**config.mk**
```make
export PLATFORM = sky130hd
export DESIGN_NAME = uart_rx_fifo
export DESIGN_NICKNAME = d
export VERILOG_FILES = /design/src/rtl/charmatrix_pkg.sv /design/src/rtl/sync_fifo.sv /design/src/rtl/uart_rx_fifo.sv
export SDC_FILE = /design/constraint.sdc
export NUM_CORES = 1
export LEC_CHECK = 0
export BUFFER_PORTS_ARGS = -buffer_cell sky130_fd_sc_hd__buf_2
export CAP_MARGIN = 20
export CELL_PAD_IN_SITES_DETAIL_PLACEMENT = 0
export CELL_PAD_IN_SITES_GLOBAL_PLACEMENT = 1
export CORE_MARGIN = 3
export CORE_UTILIZATION = 58
export CTS_BUF_LIST = sky130_fd_sc_hd__clkbuf_8
export DETAILED_ROUTE_END_ITERATION = 12
export GPL_TIMING_DRIVEN = 0
export MAX_ROUTING_LAYER = met4
export PLACE_DENSITY = 0.94
export SETUP_SLACK_MARGIN = 0.3
export SYNTH_ARGS = -nofsm -noshare
export SYNTH_HDL_FRONTEND = slang
export SYNTH_SLANG_ARGS = --single-unit
```
**constraint.sdc**
```tcl
create_clock -name clk -period 5.15 [get_ports clk]
set_input_delay 0.515 -clock clk [delete_from_list [all_inputs] [get_ports clk]]
set_output_delay 0.515 -clock clk [all_outputs]
set_load 0.005 [all_outputs]
```
**src/rtl/charmatrix_pkg.sv**
```systemverilog
// Shared types and constants for the character-matrix serial front-end.
// Holds frame-format enums, receiver FSM states and oversampling constants.
package charmatrix_pkg;

    typedef enum logic [1:0] {PAR_NONE, PAR_EVEN, PAR_ODD} parity_e;

    typedef enum logic [2:0] {IDLE, START, DATA, PARITY, STOP, BREAK} rx_state_e;

    localparam int unsigned OVERSAMPLE = 16;
    localparam int unsigned SAMPLE_MID = 8;

    function automatic logic majority3(input logic [2:0] v);
        return (v[0] & v[1]) | (v[0] & v[2]) | (v[1] & v[2]);
    endfunction

endpackage

```
**src/rtl/sync_fifo.sv**
```systemverilog
// Show-ahead synchronous FIFO with occupancy count; push into a full FIFO is
// accepted only when a pop happens on the same edge.
module sync_fifo #(
    parameter int unsigned WIDTH = 8,
    parameter int unsigned DEPTH = 8
) (
    input  logic                       clk,
    input  logic                       rst_n,
    input  logic                       push,
    input  logic [WIDTH-1:0]           push_data,
    input  logic                       pop,
    output logic [WIDTH-1:0]           head,
    output logic                       full,
    output logic                       empty,
    output logic [$clog2(DEPTH+1)-1:0] count
);

    localparam int unsigned AW = (DEPTH > 1) ? $clog2(DEPTH) : 1;
    localparam int unsigned CW = $clog2(DEPTH + 1);

    logic [WIDTH-1:0] mem_q [DEPTH];
    logic [AW-1:0]    wr_ptr_q, rd_ptr_q;
    logic [CW-1:0]    count_q;
    logic             do_push, do_pop;

    always_comb begin
        full    = (count_q == CW'(DEPTH));
        empty   = (count_q == '0);
        do_pop  = pop & ~empty;
        do_push = push & (~full | do_pop);
        head    = mem_q[rd_ptr_q];
        count   = count_q;
    end

    always_ff @(posedge clk) begin
        if (do_push) begin
            mem_q[wr_ptr_q] <= push_data;
        end
    end

    // DEPTH is a power of two, so pointer overflow is the modulo wrap.
    always_ff @(posedge clk or negedge rst_n) begin
        if (!rst_n) begin
            wr_ptr_q <= '0;
            rd_ptr_q <= '0;
            count_q  <= '0;
        end else begin
            if (do_push) wr_ptr_q <= wr_ptr_q + AW'(1);
            if (do_pop)  rd_ptr_q <= rd_ptr_q + AW'(1);
            if (do_push && !do_pop) begin
                count_q <= count_q + CW'(1);
            end else if (do_pop && !do_push) begin
                count_q <= count_q - CW'(1);
            end
        end
    end

endmodule

```
**src/rtl/uart_rx_fifo.sv**
```systemverilog
// 16x-oversampled UART receiver with configurable data bits and parity,
// sticky error flags and a show-ahead FIFO with valid/ready output.
module uart_rx_fifo
    import charmatrix_pkg::parity_e, charmatrix_pkg::PAR_NONE, charmatrix_pkg::PAR_ODD,
           charmatrix_pkg::rx_state_e, charmatrix_pkg::IDLE, charmatrix_pkg::START,
           charmatrix_pkg::DATA, charmatrix_pkg::STOP, charmatrix_pkg::BREAK,
           charmatrix_pkg::OVERSAMPLE, charmatrix_pkg::SAMPLE_MID, charmatrix_pkg::majority3;
#(
    parameter int unsigned CLK_HZ     = 50_000_000,
    parameter int unsigned BAUD       = 115_200,
    parameter int unsigned DATA_BITS  = 8,
    parameter int unsigned PARITY     = 0,
    parameter int unsigned FIFO_DEPTH = 8
) (
    input  logic                            clk,
    input  logic                            rst_n,
    input  logic                            ena,
    input  logic                            rx,
    output logic [DATA_BITS-1:0]            rx_data,
    output logic                            rx_valid,
    input  logic                            rx_ready,
    output logic [$clog2(FIFO_DEPTH+1)-1:0] fifo_count,
    output logic                            frame_err,
    output logic                            parity_err,
    output logic                            overrun,
    input  logic                            err_clr
);

    localparam int unsigned DIV = (CLK_HZ + BAUD * 8) / (BAUD * 16);
    localparam int unsigned DCW = (DIV > 1) ? $clog2(DIV) : 1;
    localparam int unsigned BCW = $clog2(DATA_BITS);
    localparam int unsigned SW  = $clog2(OVERSAMPLE);
    localparam logic [SW:0] S_MID  = (SW+1)'(SAMPLE_MID);
    localparam logic [SW:0] S_VOTE = (SW+1)'(SAMPLE_MID + 1);
    localparam logic [SW:0] S_END  = (SW+1)'(OVERSAMPLE);
    localparam parity_e PAR_MODE = parity_e'(PARITY[1:0]);

    if (DIV < 2) begin : g_div_chk
        $error("uart_rx_fifo: baud divider must be at least 2");
    end
    if (DATA_BITS < 5 || DATA_BITS > 8) begin : g_bits_chk
        $error("uart_rx_fifo: DATA_BITS must be 5..8");
    end
    if (PARITY > 2) begin : g_par_chk
        $error("uart_rx_fifo: PARITY must be 0, 1 or 2");
    end
    if (FIFO_DEPTH < 2 || (FIFO_DEPTH & (FIFO_DEPTH - 1)) != 0) begin : g_depth_chk
        $error("uart_rx_fifo: FIFO_DEPTH must be a power of two >= 2");
    end

    logic                 rx_meta_q, rx_sync_q, rx_prev_q;
    rx_state_e            state_q;
    logic [DCW-1:0]       div_q;
    logic [SW-1:0]        samp_q;
    logic [SW:0]          samp_idx;
    logic [BCW-1:0]       bit_cnt_q;
    logic [1:0]           votes_q;
    logic [DATA_BITS-1:0] shreg_q, push_data_q;
    logic                 par_bad_q, push_q;
    logic                 frame_err_q, parity_err_q, overrun_q;
    logic                 tick, bit_val, exp_par, stop_decide;
    logic                 fifo_full, fifo_empty;
    logic [DATA_BITS-1:0] fifo_head;

    // samp_idx is the 1-based index of the current tick within the bit.
    always_comb begin
        tick        = (state_q != IDLE) && (div_q == DCW'(DIV - 1));
        samp_idx    = (SW+1)'(samp_q) + (SW+1)'(1);
        bit_val     = majority3({votes_q, rx_sync_q});
        exp_par     = (^shreg_q) ^ (PAR_MODE == PAR_ODD);
        stop_decide = ena && (state_q == STOP) && tick && (samp_idx == S_MID);
    end

    always_ff @(posedge clk or negedge rst_n) begin
        if (!rst_n) begin
            rx_meta_q <= 1'b1;
            rx_sync_q <= 1'b1;
            rx_prev_q <= 1'b1;
        end else begin
            rx_meta_q <= rx;
            rx_sync_q <= rx_meta_q;
            rx_prev_q <= rx_sync_q;
        end
    end

    always_ff @(posedge clk or negedge rst_n) begin
        if (!rst_n) begin
            state_q   <= IDLE;
            div_q     <= '0;
            samp_q    <= '0;
            bit_cnt_q <= '0;
            votes_q   <= '1;
            shreg_q   <= '0;
            par_bad_q <= 1'b0;
        end else if (!ena) begin
            state_q <= IDLE;
            div_q   <= '0;
            samp_q  <= '0;
        end else begin
            if (tick) begin
                div_q   <= '0;
                samp_q  <= samp_idx[SW-1:0];
                votes_q <= {votes_q[0], rx_sync_q};
            end else if (state_q != IDLE) begin
                div_q <= div_q + DCW'(1);
            end else begin
                div_q <= '0;
            end
            unique case (state_q)
                IDLE: begin
                    if (rx_prev_q && !rx_sync_q) begin
                        state_q   <= START;
                        div_q     <= '0;
                        samp_q    <= '0;
                        bit_cnt_q <= '0;
                        par_bad_q <= 1'b0;
                    end
                end
                START: begin
                    if (tick && samp_idx == S_MID && rx_sync_q) begin
                        state_q <= IDLE;
                    end else if (tick && samp_idx == S_END) begin
                        state_q <= DATA;
                    end
                end
                DATA: begin
                    if (tick && samp_idx == S_VOTE) begin
                        shreg_q <= {bit_val, shreg_q[DATA_BITS-1:1]};
                    end
                    if (tick && samp_idx == S_END) begin
                        bit_cnt_q <= bit_cnt_q + BCW'(1);
                        if (bit_cnt_q == BCW'(DATA_BITS - 1)) begin
                            state_q <= (PAR_MODE != PAR_NONE) ? charmatrix_pkg::PARITY : STOP;
                        end
                    end
                end
                charmatrix_pkg::PARITY: begin
                    if (tick && samp_idx == S_VOTE) par_bad_q <= (bit_val != exp_par);
                    if (tick && samp_idx == S_END)  state_q <= STOP;
                end
                STOP: begin
                    // Leave at mid stop bit so the next start edge is never missed.
                    if (tick && samp_idx == S_MID) state_q <= bit_val ? IDLE : BREAK;
                end
                BREAK: begin
                    if (rx_sync_q) state_q <= IDLE;
                end
                default: state_q <= IDLE;
            endcase
        end
    end

    always_ff @(posedge clk or negedge rst_n) begin
        if (!rst_n) begin
            push_q       <= 1'b0;
            push_data_q  <= '0;
            frame_err_q  <= 1'b0;
            parity_err_q <= 1'b0;
            overrun_q    <= 1'b0;
        end else begin
            push_q <= stop_decide && bit_val && !par_bad_q;
            if (stop_decide) push_data_q <= shreg_q;
            if (err_clr) begin
                frame_err_q  <= 1'b0;
                parity_err_q <= 1'b0;
                overrun_q    <= 1'b0;
            end
            if (stop_decide && !bit_val)            frame_err_q  <= 1'b1;
            if (stop_decide && par_bad_q)           parity_err_q <= 1'b1;
            if (push_q && fifo_full && !rx_ready)   overrun_q    <= 1'b1;
        end
    end

    sync_fifo #(
        .WIDTH(DATA_BITS),
        .DEPTH(FIFO_DEPTH)
    ) u_fifo (
        .clk      (clk),
        .rst_n    (rst_n),
        .push     (push_q),
        .push_data(push_data_q),
        .pop      (rx_ready),
        .head     (fifo_head),
        .full     (fifo_full),
        .empty    (fifo_empty),
        .count    (fifo_count)
    );

    always_comb begin
        rx_valid   = ~fifo_empty;
        rx_data    = rx_valid ? fifo_head : '0;
        frame_err  = frame_err_q;
        parity_err = parity_err_q;
        overrun    = overrun_q;
    end

endmodule
```
==> metrics, run 1 <==
RSZ-0062 raised after global routing=no; Reg2Reg Launch Point=u_fifo.count[2]; critical path class=reg -> out; PortBufs=21; GRT Resource Usage Total=0.196; clock skew=13.7 ps; peak supply drop=0.190 mV; share of cells above drive strength 1=0.282; ys async rst share=0.443; Netlist cell types=55; met2 WL=4500 um; final period utilization=0.579; DR pass1 iterations=4; GPL Wtd Cong=0.842; Worst-Margin Slew=1090 ps; Synthesis Warnings=0; metal3 WL=274 um; post-detailed-route count of antenna-violating nets=0; vias in the first global route=2,815; WHS Endpoint=rx_meta_q; core area=0.00834 mm^2; Seq/Total Area, Yosys=0.633; cells after synthesis=337; Die ar.=0.00989 mm^2; ant diodes=0; Die H=99.4 um; Top Ports=22; CTS Buffer Depth=2; final hold viol count=0; CTS tree=done; Highest Signal Layer=met4; crit-path max FO=10; Post-Layout Cell Count=498; status=finished, final reports clean; Remaining Overflow, GRT=0; Slew Limit Fails=0; number of max-cap violations=0; synthesized area=0.00506 mm^2; CTS root buf=clkbuf_8; FF-to-FF End=u_fifo.count[3]; Comb pwr share=0.081; H-Tree Depth=4; largest net degree at the start of global routing=42; EDFF count, synth=64; Starting Density=0.607; number of DRC markers in iteration 0=166; multi-input gate area in the final layout=0.00176 mm^2; placed cell areas=0.00532 mm^2; Yosys reg bits=115; area leader, netlist=edfxtp_1; Via Count=2,814; Clk pwr share=0.425; Setup TNS=0 ps; max_slew headroom=0.268; post-synth net total=356; DP Wirelength=5900 um; Reg clk slew, reported paths=80 ps; syn_area_per_cell=15.0 um^2; Worst EP required=4640 ps; design area=0.00575 mm^2; Resize count post-CTS=0; Worst-Skew Late Latency=430 ps; Vias/cell=5.65; Synth Flop Type=edfxtp_1; die width=99.4 um; r2r setup slk=2190 ps; met1 WL=3640 um; worst min path class=in -> reg; number of buffers created by CTS=17; Internal=1.53 mW; Setup Buffers After CTS=0; Arrival @ worst endpoint=2470 ps; CP Launch Type=flop; Worst Hold Depth=1; register area=0.00320 mm^2; num rows=33; count of clock tree sinks=115; initial antenna violation count=0; Max Freq=335 MHz; Fillers=561; Pleak=2.43 nW; placed insts=464; area share of the largest cell type after synthesis=0.379; Post-Route WL=8570 um; Post-layout nets=399; WL/cell=17.2 um; Setup Viol. Count Final=0; Sw Pwr=0.496 mW; Crit. End Element=output port; Layout area overhead=13.6%; fin crit period=2980 ps; Sw Ratio=0.245; Pwr per Cell Area=352 mW/mm^2; global-route wire length before repair=14,200 um; r2r worst-path depth=11; top cells by area, synth=edfxtp_1 (38%), dfrtp_1 (23%), mux4_2 (7.1%), mux2_2 (3.6%), ha_1 (3.0%); DRC errors left=0; worst hold start=rx; sequential share of power=0.494
## kinds of logic (layout without fill, tap and decap cells)
group                    after synthesis  in the layout  synth area share
adder cells (fa/ha/maj)               14             14            0.0356
AND/OR/NAND/NOR                       97             97            0.0993
buffers and inverters                 22             78            0.0193
multiplexers                          48             48             0.145
flip-flops                           115            115             0.633
AO/OA/AOI/OAI                         20             20            0.0316
XOR/XNOR                              21             21            0.0363
## synthesized netlist by cell type (2+ instances only)
library cell	n
edfxtp_1	64
dfrtp_1	46
nor2_1	31
nand2_1	21
xnor2_1	17
mux2_2	16
mux4_2	16
ha_1	12
inv_1	11
nand3_1	10
mux2i_1	9
nand2b_1	8
mux2_4	7
dfstp_2	5
nor3_1	5
clkbuf_1	4
xor2_1	4
a21oi_1	3
buf_2	3
o21ai_0	3
a22o_1	2
and2_1	2
and3_1	2
and3_4	2
buf_1	2
nand3b_1	2
nand4b_1	2
## critical path: stages (launching register included)
cell and delay [ps]:
dfrtp_1 360, buf_1 380, clkbuf_1 510, mux4_2 430, mux2i_1 150, nor2_1 50
buf_2 150
## placed cells by master, fill, tap and decap left out, types with 3 or more instances in the layout
master	count
inv_1	11
nand2b_1	8
xor2_1	4
a21oi_1	3
mux2i_1	9
clkbuf_1	4
buf_2	24
edfxtp_1	64
nor3_1	5
bufinv_16	3
mux4_2	16
inv_6	4
clkinvlp_4	5
dfrtp_1	46
dfstp_2	5
mux2_2	16
mux2_4	7
nand3_1	10
ha_1	12
o21ai_0	3
nand2_1	21
nor2_1	31
clkbuf_8	17
xnor2_1	17
## through the flow
step	hold WS (ps)	utilization	worst slack [ps]	power, mW
floorplan	219	-	2550	1.14
global placement	346	0.636	2240	1.17
detailed placement	351	0.638	2140	1.18
CTS	164	0.689	2090	2.04
global route	161	0.690	1900	2.10
finish	187	0.690	2170	2.03
## state kept, by name, indices dropped and copies added (netlist names)
name and flops:
u_fifo.mem_q 64, push_data_q 8, shreg_q 8, div_q 5
samp_q 4, u_fifo.count 4, bit_cnt_q 3, state_q 3
u_fifo.rd_ptr_q 3, u_fifo.wr_ptr_q 3, votes_q 2, frame_err 1
overrun 1, par_bad_q 1, parity_err 1, push_q 1
rx_meta_q 1, rx_prev_q 1, rx_sync_q 1
## what timing repair did
item	4_1_cts	5_1_grt
endpoints found under the setup margin	0	0
hold endpoints to repair	9	0
hold buffers	1	0
## per-layer routing
layer / vias to the layer above / track usage
li1: 1334 / -
met1: 1411 / 0.236
met2: 53 / 0.318
met3: 16 / 0.0505
met4: 0 / 0.0819
met5: - / -
## area by class of cell
| class | instances | share of cell area |
|---|---|---|
| Buffer | 11 | 0.00979 |
| Clock buffer | 17 | 0.0407 |
| Clock inverter | 15 | 0.0313 |
| Inverter | 11 | 0.00718 |
| Multi-Input combinational cell | 200 | 0.306 |
| Sequential cell | 115 | 0.557 |
| Tap cell | 105 | 0.0228 |
| Timing Repair Buffer | 24 | 0.0248 |
## power by group through the flow
stage                     sequential [mW]  clock, mW  combinational, mW
after global placement               1.02          0              0.155
after floorplan                      1.02          0              0.120
after detailed placement             1.02          0              0.161
after CTS                            1.00      0.877              0.162
after global routing                 1.00      0.918              0.182
final                                1.00      0.862              0.163
## worst max path at each step
stage / from / endpoint / slack [ps] / depth (start not counted)
floorplan: u_fifo.count[2] / u_fifo.count[3] / 2550 / 11
global placement: u_fifo.count[2] / u_fifo.count[3] / 2240 / 11
detailed placement: u_fifo.count[2] / u_fifo.count[3] / 2140 / 11
CTS: u_fifo.rd_ptr_q[1] / rx_data[6] / 2090 / 6
global route: u_fifo.count[2] / u_fifo.count[3] / 1900 / 11
finish: u_fifo.rd_ptr_q[1] / rx_data[5] / 2170 / 6
Note: power is estimated with default switching activity, not from simulation.
==> inputs of run 2 (changes only) <==
--- a/config.mk
+++ b/config.mk
@@ -5,17 +5,18 @@
 export SDC_FILE = /design/constraint.sdc
 export NUM_CORES = 1
 export LEC_CHECK = 0
+export ABC_AREA = 1
 export BUFFER_PORTS_ARGS = -buffer_cell sky130_fd_sc_hd__buf_2
 export CAP_MARGIN = 20
 export CELL_PAD_IN_SITES_DETAIL_PLACEMENT = 0
 export CELL_PAD_IN_SITES_GLOBAL_PLACEMENT = 1
 export CORE_MARGIN = 3
-export CORE_UTILIZATION = 58
+export CORE_UTILIZATION = 51
 export CTS_BUF_LIST = sky130_fd_sc_hd__clkbuf_8
 export DETAILED_ROUTE_END_ITERATION = 12
 export GPL_TIMING_DRIVEN = 0
 export MAX_ROUTING_LAYER = met4
-export PLACE_DENSITY = 0.94
+export PLACE_DENSITY = 0.89
 export SETUP_SLACK_MARGIN = 0.3
 export SYNTH_ARGS = -nofsm -noshare
 export SYNTH_HDL_FRONTEND = slang
==> constraint.sdc (replaced) <==
create_clock -name clk -period 3 [get_ports clk]
set_input_delay 0.3 -clock clk [delete_from_list [all_inputs] [get_ports clk]]
set_output_delay 0.3 -clock clk [all_outputs]
set_load 0.005 [all_outputs]
==> metrics, run 2 <==
Post-layout nets=553 (+39%); CTS tree=done; Post-Layout Cell Count=680 (+37%); initial antenna violation count=0 (unchanged); num rows=36 (+9.1%); global-route wire length before repair=16,600 um (+18%); share of cells above drive strength 1=0.154 (-0.129); Top Ports=22 (unchanged); PortBufs=21 (unchanged); area share of the largest cell type after synthesis=0.372 (-0.00708); Vias/cell=5.21 (-7.8%); max_slew headroom=0.463 (+0.195); clock skew=8.77 ps (-4.89 ps); Post-synth top cells=nor2_1 (95), nand2_1 (82), edfxtp_1 (64); CTS root buf=clkbuf_8; vias in the first global route=3,483 (+24%); Post-Synth Simple-Gate Area=0.187 (+0.0881); most common cell in the synthesized netlist=nor2_1; number of max-cap violations=0 (unchanged); cells after synthesis=491 (+46%); EDFF count, synth=64 (unchanged); main combinational cell family by area after synthesis=simple AND/OR/NAND/NOR gates; most common cell after layout, fill and taps aside=nor2_1; placed insts=645 (+39%); DRC errors left=0 (unchanged); fin crit period=2470 ps; Synthesis Warnings=0 (unchanged); Seq/Total Area, Yosys=0.621 (-0.0118); Comb pwr share=0.315 (+0.234); DR pass1 iterations=4 (unchanged); Reg clk slew, reported paths=70 ps (about the same); Starting Density=0.526 (-0.0816); Layout area overhead=13.2%; max FFs per register=64 (unchanged); top cells by area, synth=edfxtp_1 (37%), dfrtp_1 (22%), nor2_1 (6.9%), nand2_1 (6.0%), o21ai_0 (3.8%); Clk pwr share=0.278 (-0.147); Remaining Overflow, GRT=0 (unchanged); Pleak=2.61 nW (+7.8%); multiplexer share of the synthesized area=0.00655 (-0.139); peak supply drop=0.373 mV (+96%); Setup Buffers After CTS=0 (unchanged); Fillers=870 (+55%); GRT Resource Usage Total=0.196 (about the same); CTS Buffer Depth=2 (unchanged); number of DRC markers in iteration 0=217 (+31%); critical path class=reg -> out; Post-Route WL=10,000 um (+17%); Sw Ratio=0.352 (+0.107); core area=0.00982 mm^2 (+18%); Setup Viol. Count Final=0 (unchanged); Adder-Cell Fraction of Synth Area=0.0330 (-0.00260); ant diodes=0 (unchanged); Synth Area in XOR/XNOR=0.0187 (-0.0176); register bank with the most flops=u_fifo.mem_q; sequential share of power=0.408 (-0.086); GPL Wtd Cong=0.821 (-2.5%); complex-gate fraction of the synthesized area=0.0921 (+0.0605); Internal=2.97 mW (+94%); Crit. End Element=output port; Arrival @ worst endpoint=2170 ps (-300 ps); Setup TNS=0 ps (unchanged); syn_area_per_cell=10.5 um^2 (-30%); largest net degree at the start of global routing=52 (+24%); most used cell, CP=nor2_1; number of buffers created by CTS=17 (unchanged); multi-input gate area in the final layout=0.00175 mm^2 (-0.92%); Worst EP required=2700 ps (-1940 ps); Critical Path, Cell by Cell=inv_1, clkbuf_1, nor2_1, o32ai_1, o21ai_0, nor2_1, buf_2; final period utilization=0.823; most frequent cells in the layout=nor2_1 (95), nand2_1 (82), edfxtp_1 (64), dfrtp_1 (46), inv_1 (44); ys async rst share=0.443 (unchanged); RSZ-0062 raised after global routing=no; WP buf/inv=3 (unchanged); Slew Limit Fails=0 (unchanged); final hold viol count=0 (unchanged); Die ar.=0.0114 mm^2 (+15%); crit-path max FO=10 (unchanged); WL/cell=14.7 um (-14%); post-synth net total=510 (+43%); Pwr per Cell Area=785 mW/mm^2 (+120%); synthesized area=0.00516 mm^2 (+1.9%); count of clock tree sinks=115 (unchanged); Regs by FF count=u_fifo.mem_q (64), push_data_q (8), shreg_q (8); status=finished, final reports clean; DP Wirelength=6890 um (+17%); Sw Pwr=1.61 mW (+230%); Yosys reg bits=115 (unchanged); post-detailed-route count of antenna-violating nets=0 (unchanged); die width=107 um (+7.2%); Crit path max-delay family=buffers and inverters; worst-path cell with the longest stage delay=clkbuf_1; Via Count=3,543 (+26%); CP Launch Type=flop; Worst-Skew Late Latency=430 ps (about the same); worst min path class=in -> reg; Synth Flop Type=edfxtp_1; Max Freq=405 MHz; total power=4.58 mW (+130%); Die H=107 um (+7.2%); register area=0.00320 mm^2 (unchanged); Netlist cell types=38 (-31%); H-Tree Depth=4 (unchanged); Worst-Margin Slew=803 ps (-287 ps); Worst path max stage delay=460 ps (-50 ps); area leader, netlist=edfxtp_1
-- run 2: changes by cell type after synthesis, moves of 13 or more --
cell / before / now
xnor2_1: 17 / 4
o21ai_0: 3 / 39
mux4_2: 16 / 0
nor2_1: 31 / 95
mux2_2: 16 / 3
inv_1: 11 / 39
o32ai_1: 0 / 16
nand2_1: 21 / 82
-- run 2: per-stage QoR --
step / setup WS (ps) / area [um^2] / hold slack [ps] / utilization
6_report: 532 / 5840 / 99.8 / 0.595
5_1_grt: 315 / 5840 / 95.1 / 0.595
4_1_cts: 353 / 5800 / 75.9 / 0.591
3_5_place_dp: 435 / 5430 / 347 / 0.553
3_3_place_gp: 496 / 5430 / 346 / 0.553
2_1_floorplan: 719 / 5160 / 4.41 / -
-- run 2: what timing repair did --
| action | in CTS | in global routing |
|---|---|---|
| resized for setup | 0 | 7 |
| hold buffers | 1 | 1 |
| endpoints found under the hold margin | 1 | 15 |
| setup endpoints to repair | 0 | 8 |
-- run 2: layout make-up --
class / count / area share
multi-input combinational: 323 / 0.299
inverter: 40 / 0.0257
buffer: 13 / 0.0116
tap: 133 / 0.0285
sequential: 115 / 0.549
timing repair buffer: 24 / 0.0249
clock inverter: 13 / 0.0169
clock buffer: 19 / 0.0448
-- run 2: power groups by stage --
stage	Sequential [mW]	Clock [mW]	Combinational, mW
floorplan	1.87	0	0.987
global placement	1.89	0	1.39
detailed placement	1.90	0	1.43
CTS	1.87	1.30	1.44
global route	1.89	1.37	1.62
finish	1.87	1.27	1.44
-- run 2: path summary, 6_finish.rpt --
check,start,to,slack [ps],depth (start not counted)
worst max-delay path,u_fifo.rd_ptr_q[0],rx_data[6],530,7
worst min-delay path,err_clr,parity_err,100,2
worst max register to register,u_fifo.count[0],u_fifo.count[3],550,13
worst min register to register,rx_meta_q,rx_sync_q,360,0
max in group asynchronous,rst_n,rx_prev_q,2070,3
min in group asynchronous,rst_n,shreg_q[0],340,2
-- run 2: per-layer routing --
layer	global-route usage	wire, um	vias to the layer above
met5	-	0	-
met4	0.0776	188	0
met3	0.0488	464	17
met2	0.316	4920	81
met1	0.241	4440	1697
li1	-	-	1748
-- run 2: kinds of logic after synthesis --
group                    Yosys count
AO/OA/AOI/OAI                     79
adder cells (fa/ha/maj)           13
buffers and inverters             53
flip-flops                       115
XOR/XNOR                          11
AND/OR/NAND/NOR                  217
multiplexers                       3
-- run 2: worst register-to-register path, stage by stage (launching register included) --
cell and delay, ps:
dfrtp_1 450, nor2_1 180, nand3_1 150, o21ai_2 170
inv_1 110, ha_1 220, inv_1 110, ha_1 250
a21o_1 180, a21oi_1 170, nor2_1 60, nor2_1 80
nand2_1 60, xor2_1 140
==> inputs of run 3 (changes only) <==
==> constraint.sdc (replaced) <==
create_clock -name clk -period 2.4 [get_ports clk]
set_input_delay 0.24 -clock clk [delete_from_list [all_inputs] [get_ports clk]]
set_output_delay 0.24 -clock clk [all_outputs]
set_load 0.005 [all_outputs]
==> metrics, run 3 (same netlist as run 2, synthesis figures left out) <==
status=finished, final reports clean; clock skew=12.1 ps (+3.32 ps); met2 WL=5350 um (+8.9%); Post-layout nets=576 (+4.2%); Vias/cell=5.19 (-0.32%); CTS Buffer Depth=2 (unchanged); ant diodes=0 (unchanged); number of DRC markers in iteration 0=180 (-17%); Die ar.=0.0114 mm^2 (unchanged); vias in the first global route=3,646 (+4.7%); Arrival @ worst endpoint=2430 ps (+260 ps); total power=6.20 mW (+35%); max_slew headroom=0.483 (+0.0205); Regs by FF count=u_fifo.mem_q (64), push_data_q (8), shreg_q (8); Remaining Overflow, GRT=0 (unchanged); Die H=107 um (unchanged); Max Freq=471 MHz; global-route wire length before repair=17,400 um (+4.6%); PortBufs=21 (unchanged); post-detailed-route count of antenna-violating nets=0 (unchanged); initial antenna violation count=0 (unchanged); Setup TNS=0 ps (unchanged); Layout area overhead=20.0%; CTS root buf=clkbuf_8; worst-path cell with the longest stage delay=dfrtp_1; register bank with the most flops=u_fifo.mem_q; Starting Density=0.526 (unchanged); Worst-Margin Slew=772 ps (-30.6 ps); critical path class=reg -> reg; core area=0.00982 mm^2 (unchanged); GRT Resource Usage Total=0.203 (+0.00638); CTS tree=done; Fillers=774 (-11%); Pleak=2.75 nW (+5.1%); share of cells above drive strength 1=0.251 (+0.0973); most common cell after layout, fill and taps aside=nor2_1; Via Count=3,651 (+3.0%); Post-Route WL=10,600 um (+5.7%); DRC errors left=0 (unchanged); RSZ-0062 raised after global routing=yes; fin crit period=2120 ps; Worst-Skew Late Latency=420 ps (about the same); WP buf/inv=2 (-1); peak supply drop=0.461 mV (+24%); most frequent cells in the layout=nor2_1 (87), nand2_1 (81), edfxtp_1 (64), dfrtp_1 (43), inv_1 (36); num rows=36 (unchanged); Pwr per Cell Area=1000 mW/mm^2 (+27%); Reg clk slew, reported paths=70 ps (about the same); Worst path max stage delay=420 ps (-40 ps); die width=107 um (unchanged); count of clock tree sinks=115 (unchanged); Crit path max-delay family=simple AND/OR/NAND/NOR gates; Critical Path, Cell by Cell=nor2_4, nand3_2, o21ai_2, inv_2, ha_4, inv_4, ha_4, a21o_1, a21oi_2, nor2_1, nor2_1, nand2_1, xor2_1; Top Ports=22 (unchanged); largest net degree at the start of global routing=52 (unchanged); final hold viol count=0 (unchanged); Setup Viol. Count Final=0 (unchanged); number of buffers created by CTS=17 (unchanged); DR pass1 iterations=4 (unchanged); DP Wirelength=6850 um (-0.64%); max FFs per register=64 (unchanged); GPL Wtd Cong=0.792 (-3.5%); metal3 WL=294 um (-37%); Highest Signal Layer=met4; WL/cell=15.0 um (+2.3%); Slew Limit Fails=0 (unchanged); H-Tree Depth=4 (unchanged); met1 WL=4790 um (+8.0%); final period utilization=0.885; worst min path class=in -> reg; Worst EP required=2710 ps (about the same); Crit. End Element=flop; crit-path max FO=3 (-7); number of max-cap violations=0 (unchanged); CP Launch Type=flop
run 3: through the flow:
step	area (um^2)	std cells	hold slack [ps]	setup slack [ps]	utilization
finish	6190	703	55.8	275	0.630
floorplan	5170	491	-55.6	306	-
global placement	5440	645	345	155	0.554
detailed placement	5440	645	346	135	0.554
CTS	5970	693	50.4	300	0.608
global route	6190	703	31.8	153	0.630
run 3: final timing paths:
kind / from / to / slack [ps] / cells after the start
max: u_fifo.count[1] / u_fifo.count[3] / 280 / 13
min: err_clr / overrun / 60 / 2
max reg2reg: u_fifo.count[1] / u_fifo.count[3] / 280 / 13
min reg2reg: rx_meta_q / rx_sync_q / 360 / 0
max in group asynchronous: rst_n / votes_q[0] / 1600 / 3
min in group asynchronous: rst_n / samp_q[0] / 230 / 2
run 3: where the power goes:
group / total [mW] / switching, mW / internal (mW)
logic: 2.31 / 1.29 / 1.02
clock network: 1.54 / 0.828 / 0.716
registers: 2.34 / 0.151 / 2.19
total: 6.20 / 2.27 / 3.93
run 3: layout make-up:
cell class | count | area (um^2) | share of cell area
Inverter | 40 | 158 | 0.0255
Sequential cell | 115 | 3210 | 0.518
Timing Repair Buffer | 47 | 343 | 0.0554
Clock inverter | 15 | 108 | 0.0174
Buffer | 13 | 119 | 0.0192
Clock buffer | 17 | 234 | 0.0378
Tap cell | 133 | 166 | 0.0269
Multi-Input combinational cell | 323 | 1860 | 0.300
run 3: per-layer routing:
metal	track usage	up-vias
met4	0.0758	0
met3	0.0421	15
li1	-	1805
met5	-	-
met1	0.259	1774
met2	0.324	57
run 3: repair_timing:
action                                 4_1_cts  5_1_grt
resized for setup                           26       42
endpoints found under the hold margin        1       11
setup buffers                               15        7
pin swaps                                    5       10
setup endpoints to repair                    9       43
hold buffers                                 1        1
cloned                                       0        1
